--- src/rtl/csa42_accumulator.sv ---
// ---------------------------------------------------------------------------
// csa42_accumulator
//
// Streaming multi-operand accumulator. Each accepted beat adds two operands
// into a carry-save state (acc_sum, acc_carry) through one row of 4:2
// compressors. The last beat of a transaction triggers a single
// carry-propagate add. The result is then held on a valid/ready port until
// the consumer takes it.
//
// Optional feature macro: CSA42_BEATS_EN
//   When defined, a saturating 16-bit beat counter is kept. Its value is
//   reported on beats_o together with each result.
//
// Parameters
//   WIDTH      operand width in bits
//   GUARD      guard bits above WIDTH; ACC_WIDTH = WIDTH + GUARD
//
// Ports
//   clk_i        clock, all state changes on the rising edge
//   rstn_i       synchronous active-low reset
//   in_valid_i   operand beat valid
//   in_ready_o   block can accept a beat (state ACCUM)
//   in_last_i    beat is the last of the transaction
//   signed_i     1: sign-extend a_i/b_i, 0: zero-extend (per beat)
//   a_i, b_i     operands
//   res_valid_o  result valid (state HOLD)
//   res_ready_i  consumer accepts the result
//   res_o        accumulated result, modulo 2^ACC_WIDTH
//   beats_o      beat count of the result (CSA42_BEATS_EN only)
// ---------------------------------------------------------------------------
module csa42_accumulator #(
    parameter int WIDTH = 32,
    parameter int GUARD = 8,
    localparam int ACC_WIDTH = WIDTH + GUARD
) (
    input  logic                 clk_i,
    input  logic                 rstn_i,
    input  logic                 in_valid_i,
    output logic                 in_ready_o,
    input  logic                 in_last_i,
    input  logic                 signed_i,
    input  logic [WIDTH-1:0]     a_i,
    input  logic [WIDTH-1:0]     b_i,
    output logic                 res_valid_o,
    input  logic                 res_ready_i,
    output logic [ACC_WIDTH-1:0] res_o
`ifdef CSA42_BEATS_EN
    ,
    output logic [15:0]          beats_o
`endif
);

    typedef enum logic [1:0] {
        ACCUM   = 2'd0,
        RESOLVE = 2'd1,
        HOLD    = 2'd2
    } state_t;

    state_t state, state_next;

    logic [ACC_WIDTH-1:0] acc_sum;
    logic [ACC_WIDTH-1:0] acc_carry;
    logic [ACC_WIDTH-1:0] ext_a;
    logic [ACC_WIDTH-1:0] ext_b;
    logic [ACC_WIDTH-1:0] cell_s1;
    logic [ACC_WIDTH-1:0] cell_cin;
    logic [ACC_WIDTH-1:0] cell_sum;
    logic [ACC_WIDTH-2:0] cell_cout;
    logic [ACC_WIDTH-2:0] cell_carry;
    logic                 beat_accept;

    assign beat_accept = in_valid_i & in_ready_o;

    // Each beat is extended on its own signed_i, so signed and unsigned
    // beats may be mixed within one transaction.
    assign ext_a = signed_i ? {{GUARD{a_i[WIDTH-1]}}, a_i} : {{GUARD{1'b0}}, a_i};
    assign ext_b = signed_i ? {{GUARD{b_i[WIDTH-1]}}, b_i} : {{GUARD{1'b0}}, b_i};

    // Row of 4:2 cells, written bit-parallel. The cout of cell k feeds the
    // cin of cell k+1 only. It depends on x2..x4 and never on cin, so there
    // is no ripple along the row. The MSB cout and MSB carry are simply not
    // generated. This drops them and gives the modulo-2^ACC_WIDTH wrap.
    assign cell_cout  = (acc_sum[ACC_WIDTH-2:0] & ext_a[ACC_WIDTH-2:0])
                      | (acc_sum[ACC_WIDTH-2:0] & ext_b[ACC_WIDTH-2:0])
                      | (ext_a[ACC_WIDTH-2:0]   & ext_b[ACC_WIDTH-2:0]);
    assign cell_cin   = {cell_cout, 1'b0};
    assign cell_s1    = ~(acc_sum ^ ext_a ^ ext_b);
    assign cell_sum   = ~(cell_s1 ^ (acc_carry ^ cell_cin));
    assign cell_carry = (cell_s1[ACC_WIDTH-2:0]
                            & (cell_cin[ACC_WIDTH-2:0] & acc_carry[ACC_WIDTH-2:0]))
                      | (~cell_s1[ACC_WIDTH-2:0]
                            & (cell_cin[ACC_WIDTH-2:0] | acc_carry[ACC_WIDTH-2:0]));

    // State register.
    always_ff @(posedge clk_i) begin
        if (!rstn_i) begin
            state <= ACCUM;
        end else begin
            state <= state_next;
        end
    end

    // Next-state logic. The handshake outputs are decoded from the state
    // register only, so no input reaches them combinationally.
    always_comb begin
        state_next  = state;
        in_ready_o  = 1'b0;
        res_valid_o = 1'b0;
        case (state)
            ACCUM: begin
                in_ready_o = 1'b1;
                if (beat_accept && in_last_i) begin
                    state_next = RESOLVE;
                end
            end
            RESOLVE: begin
                state_next = HOLD;
            end
            HOLD: begin
                res_valid_o = 1'b1;
                if (res_ready_i) begin
                    state_next = ACCUM;
                end
            end
            default: begin
                state_next = ACCUM;
            end
        endcase
    end

    // Carry-save state and result register. The carry-save pair is cleared
    // as soon as it has been resolved. It is therefore already zero when the
    // next transaction starts after the handoff.
    always_ff @(posedge clk_i) begin
        if (!rstn_i) begin
            acc_sum   <= '0;
            acc_carry <= '0;
            res_o     <= '0;
        end else begin
            case (state)
                ACCUM: begin
                    if (beat_accept) begin
                        acc_sum   <= cell_sum;
                        acc_carry <= {cell_carry, 1'b0};
                    end
                end
                RESOLVE: begin
                    res_o     <= acc_sum + acc_carry;
                    acc_sum   <= '0;
                    acc_carry <= '0;
                end
                default: begin
                end
            endcase
        end
    end

`ifdef CSA42_BEATS_EN
    logic [15:0] beat_count;

    // Saturating beat counter. It is latched into beats_o alongside the
    // result and restarts once the result has been handed off.
    always_ff @(posedge clk_i) begin
        if (!rstn_i) begin
            beat_count <= '0;
            beats_o    <= '0;
        end else begin
            if (beat_accept && (beat_count != 16'hFFFF)) begin
                beat_count <= beat_count + 16'd1;
            end
            if (state == RESOLVE) begin
                beats_o <= beat_count;
            end
            if ((state == HOLD) && res_ready_i) begin
                beat_count <= '0;
            end
        end
    end
`endif

endmodule

--- config.mk ---
export PLATFORM = sky130hd
export DESIGN_NAME = csa42_accumulator
export DESIGN_NICKNAME = d
export VERILOG_FILES = /design/src/rtl/csa42_accumulator.sv
export SDC_FILE = /design/constraint.sdc
export NUM_CORES = 1
export LEC_CHECK = 0
export ABC_AREA = 0
export BUFFER_PORTS_ARGS = -buffer_cell sky130_fd_sc_hd__buf_2
export CAP_MARGIN = 20
export CORE_ASPECT_RATIO = 2
export CORE_MARGIN = 2
export CORE_UTILIZATION = 29
export CTS_CLUSTER_SIZE = 14
export DETAILED_ROUTE_END_ITERATION = 8
export PLACE_DENSITY = 0.45
export SETUP_SLACK_MARGIN = 0.02
export SLEW_MARGIN = 40
export SYNTH_ARGS = -nofsm -noshare
export SYNTH_HDL_FRONTEND = slang
export SYNTH_SLANG_ARGS = --single-unit
--- constraint.sdc ---
create_clock -name clk_i -period 3.25 [get_ports clk_i]
set_input_delay 0.4875 -clock clk_i [delete_from_list [all_inputs] [get_ports clk_i]]
set_output_delay 0.4875 -clock clk_i [all_outputs]
set_load 0.1 [all_outputs]
# Word level (Yosys, flattened, before mapping)
# Cells that the tools add are included.
# classes
bitwise	18
n_eq_ne	5
n_reduce_logical	5
addsub	1
muxes	11
# op_table
operator	n
AND 39 bit	6
2-to-1 mux 40 bit	4
one-hot mux 40 bit (2 select lines)	2
XOR 40 bit	4
bitwise OR 39 bit	4
NOT 40 bit	2
adder 40 bit	1
NOT 39 bit	1
!= test 2 bit (second input constant)	3
one-hot mux 2 bit (3 select lines)	1
2-to-1 mux 2 bit	2
AND reduction 2 bit	2
== test 2 x 1 -> 1 bit (second input constant)	1
== test 2 bit (second input constant)	1
logical NOT 2 bit	1
2-to-1 mux 1 bit	2
nonzero test 2 bit	1
AND 1 bit	1
logical AND 1 bit	1
# word_totals
out_inout_bits	42
ff_bits	122
elab_cells	44

# Depth between registers and ports, before layout
# depth
word_depth	9
ltp_mapped	11

# Worst setup path after synthesis
# Ideal clock, no wire load.
# synth_path
kind	register to register
startpoint	register state[1]
endpoint	register acc_sum[31]
slack_ns	0.382
arrival_time_ns	2.797
synth_period_minus_slack_ns	2.868
stages_incl_launch_ff	8
path_cell_list	dfxtp_1 > nor2_1 > and2_1 > clkbuf_1 > clkbuf_1 > buf_1 > nand2_1 > a21oi_1
# synth_via
elab_chain_cells	5
# synth_rtl
item	line	text
from (decl)	59	state_t state, state_next;
from (signal assigned)	99	state <= state_next;
logical NOT 2 bit	109	case (state)
2-to-1 mux 1 bit	109	
named net in_ready_o	39	output logic in_ready_o,
AND 1 bit	72	assign beat_accept = in_valid_i & in_ready_o;
!= test 2 bit (no source line)	n/a	
AND reduction 2 bit (no source line)	n/a	
to (signal assigned)	143	acc_sum <= cell_sum;
to (decl)	61	logic [ACC_WIDTH-1:0] acc_sum;
# The timed path passes the listed nets, and every way through them passes these cells.
# A chain may end at the register's enable or synchronous reset.

# Worst setup path after layout
# layout_path
startpoint	register acc_carry[2]
endpoint	register res_o[32]
# layout_via
elab_chain_cells	1
# layout_rtl
item	line	text
from (decl)	62	logic [ACC_WIDTH-1:0] acc_carry;
from (signal assigned)	144	acc_carry <= {cell_carry, 1'b0};
adder 40 bit	148	res_o <= acc_sum + acc_carry;
to (signal assigned)	148	
to (decl)	46	output logic [ACC_WIDTH-1:0] res_o
# No other way between the ends.

==> out/metrics.csv <==
stage,metric,value,unit
outcome,status,completed,
clock_tree,Skew-Pair Late Insertion Delay,450,ps
sta,Max Slew Vio Count,0,
clock_tree,clock-pin slew on the worst setup and hold paths,60,ps
die,die area,0.0327,mm²
min_path,Hold Crit Class,in -> reg,
power,P per Cell Area,525,mW/mm²
die,I/O pin cnt,112,
clock_tree,Post-CTS Resized,0,
yosys,register area share after synthesis,26.5,%
die,initial core utilization,29.4,%
clock_tree,setup bufs post-CTS,0,
clock_tree,CTS tree,built,
yosys,Yosys Warn Count,0,
die,Rows,91,
routing,initial DRC count,368,
setup_path,CP required,3570,ps
setup_path,Startpoint Class,register,
sta,Slew HR,56.7,%
yosys,Post-synth EDFFs,0,
global_route,grt total ovfl,0,
global_route,GRT Total Usage,18.1,%
sta,worst-margin pin slew,650,ps
sta,post-route clock period utilization,89.1,%
yosys,Syn Nets,1319,
flow_run,max-cap violation count,0,
clock_tree,Root Driver,clkbuf_16,
finish,layout filler cell count,3336,
routing,drt pass-1 iters,5,
sta,Tmin final,2900,ps
sta,hold_ws,288,ps
setup_path,Worst EP arrival,3220,ps
routing,WL met3,823,µm
place,DP Area,0.00998,mm²
clock_tree,CTS buffer count,17,
yosys,Netlist cell types,52,
finish,design area,0.0105,mm²
routing,met1 wire length,10400,µm
finish,"commonest non-fill, non-tap cells in the layout","147 x nand2_1, 124 x a21oi_1, 120 x dfxtp_1",
sta,Peak Freq,345,MHz
power,P_leak,0.00465,µW
routing,Routed Wire Length,28900,µm
die,Core ar.,0.0307,mm²
clock_tree,H-tree depth,4,
routing,Top Layer Used,met4,
routing,DRC viols,0,
setup_path,Crit Path Max Fanout,4,
sta,Setup Total Neg Slack,0,ps
yosys,"FF+latch count, synth",120,
clock_tree,CTS Buffer Depth,2,
global_route,largest net degree at the start of global routing,72,
finish,layout cells sized above 1,14.1,%
sta,final hold vios,0,
routing,drt wl/cell,18.4,µm
clock_tree,Post-CTS Hold Fix Bufs,0,
setup_path,CP most frequent cell,a21oi_1,
setup_path,"Largest delay share family, worst path",compound AO/OA/AOI/OAI gates,
routing,Via density,5.04,
power,Max VDD drop,351,µV
routing,ANT nets after route,0,
yosys,post-synthesis async set-or-reset flop share,0,%
die,Die W,129,µm
clock_tree,clk sink count,120,
yosys,Post-synth top flop,dfxtp_1,
finish,ant diodes,0,
setup_path,CP endpoint kind,register,
place,routability cong.,0.911,
routing,total number of vias,7882,
sta,RSZ-0062 raised after global routing,no,
sta,Setup Skew,12.9,ps
place,hpwl dp,22600,µm
setup_path,largest stage delay on the critical path,390,ps
finish,synth-to-layout area growth,16.4,%
yosys,Syn Inst Count,1097,
global_route,vias in the first global route,8082,
setup_path,CP bufs+invs,2,
place,I/O Buffers,111,
routing,routed wl met2,16700,µm
setup_path,crit path cell chain,ha_1 -> inv_1 -> fa_1 -> nand2b_1 -> a21oi_1 -> a31oi_1 -> o41ai_2 -> buf_4 -> a211oi_1 -> o21ai_1 -> xnor2_1 -> a21oi_1,
yosys,Mapped Avg Cell Area,8.25,µm²
finish,layout net count,1401,
die,DIE HEIGHT,254,µm
setup_path,slowest CP cell,o41ai_2,
yosys,post-synthesis instance area,0.00905,mm²
setup_path,Setup Crit Path Kind,reg -> reg,
sta,final setup fails,0,
finish,"commonest non-fill, non-tap cell in the layout",nand2_1,
global_route,initial antenna violation count,0,
global_route,global-route wire length before repair,44600,µm
## where the power goes
part / internal [µW] / switching [µW] / leakage [µW]
Sequential: 1620 / 166 / 0.000980
Clock: 1090 / 755 / 0.000273
Combinational: 722 / 1180 / 0.00339
Total: 3430 / 2100 / 0.00465
## registers in the layout, summed over array words and instances (netlist names)
| register | cells |
|---|---|
| acc_sum | 40 |
| res_o | 40 |
| acc_carry | 38 |
| state | 2 |
## synthesized netlist by cell type (all sizes together) (2+ instances only)
| cell | instances | area share, % |
|---|---|---|
| nand4 | 12 | 0.83 |
| nor3 | 13 | 0.72 |
| nand2 | 148 | 6.1 |
| inv | 97 | 4.0 |
| ha | 112 | 15 |
| xor2 | 40 | 3.9 |
| a31oi | 9 | 0.79 |
| nand3 | 61 | 3.4 |
| a221o | 2 | 0.22 |
| xnor2 | 31 | 3.0 |
| mux2i | 11 | 1.2 |
| and3 | 6 | 0.41 |
| o211ai | 30 | 2.5 |
| buf | 13 | 0.65 |
| nor2 | 39 | 1.6 |
| o31a | 2 | 0.19 |
| a221oi | 2 | 0.19 |
| o21ai | 44 | 2.4 |
| and2 | 5 | 0.35 |
| a21oi | 124 | 6.9 |
| a211oi | 25 | 2.5 |
| a31o | 3 | 0.29 |
| nor2b | 6 | 0.41 |
| clkbuf | 46 | 1.9 |
| fa | 40 | 8.8 |
| a21o | 23 | 1.9 |
| dfxtp | 120 | 27 |
| nand2b | 8 | 0.55 |
| o21a | 2 | 0.17 |
| o21bai | 7 | 0.58 |
| or3 | 2 | 0.19 |
## per-layer routing
metal  GRT usage (%)  vias to the layer above
met4            7.52                        0
met3            3.33                       45
met1            17.6                     3778
met2            36.1                      155
met5               0                        -
li1                -                     3904
## worst paths after layout
kind           startpoint        end  slack [ps]  cells past startpoint
max          acc_carry[2]  res_o[32]         350                     12
min             in_last_i   state[0]         290                      2
max reg2reg  acc_carry[2]  res_o[32]         350                     12
min reg2reg     res_o[35]  res_o[35]         450                      2
## stage by stage
stage	std cells	setup slack (ps)	util, %	power (µW)
2_1_floorplan	1097	382	-	3200
3_3_place_gp	1531	375	32.4	3730
3_5_place_dp	1532	360	32.5	3760
4_1_cts	1564	344	34.3	5630
5_1_grt	1564	127	34.3	5880
6_report	1564	354	34.3	5540
## cell families (layout without fill, tap and decap cells)
logic type / Yosys count / after routing / synth area share, %
and+or+nand+nor: 304 / 304 / 14.9
AOI/OAI and AO/OA: 282 / 282 / 19.5
buffers and inverters: 157 / 252 / 6.62
adders and majority gates: 152 / 152 / 24.3
DFF: 120 / 120 / 26.5
xor gates and xnor gates: 71 / 71 / 6.87
muxes: 11 / 11 / 1.22
## cell type report
class,count,area [µm²],area share (%)
multi-input cells,820,6060,57.5
well taps,372,465,4.42
clock buffers,21,460,4.37
flip-flops and latches,120,2400,22.8
repair buffers,122,679,6.45
inverters,98,368,3.49
clock inverters,11,100,0.950
Power figures use the tool's default switching activity.
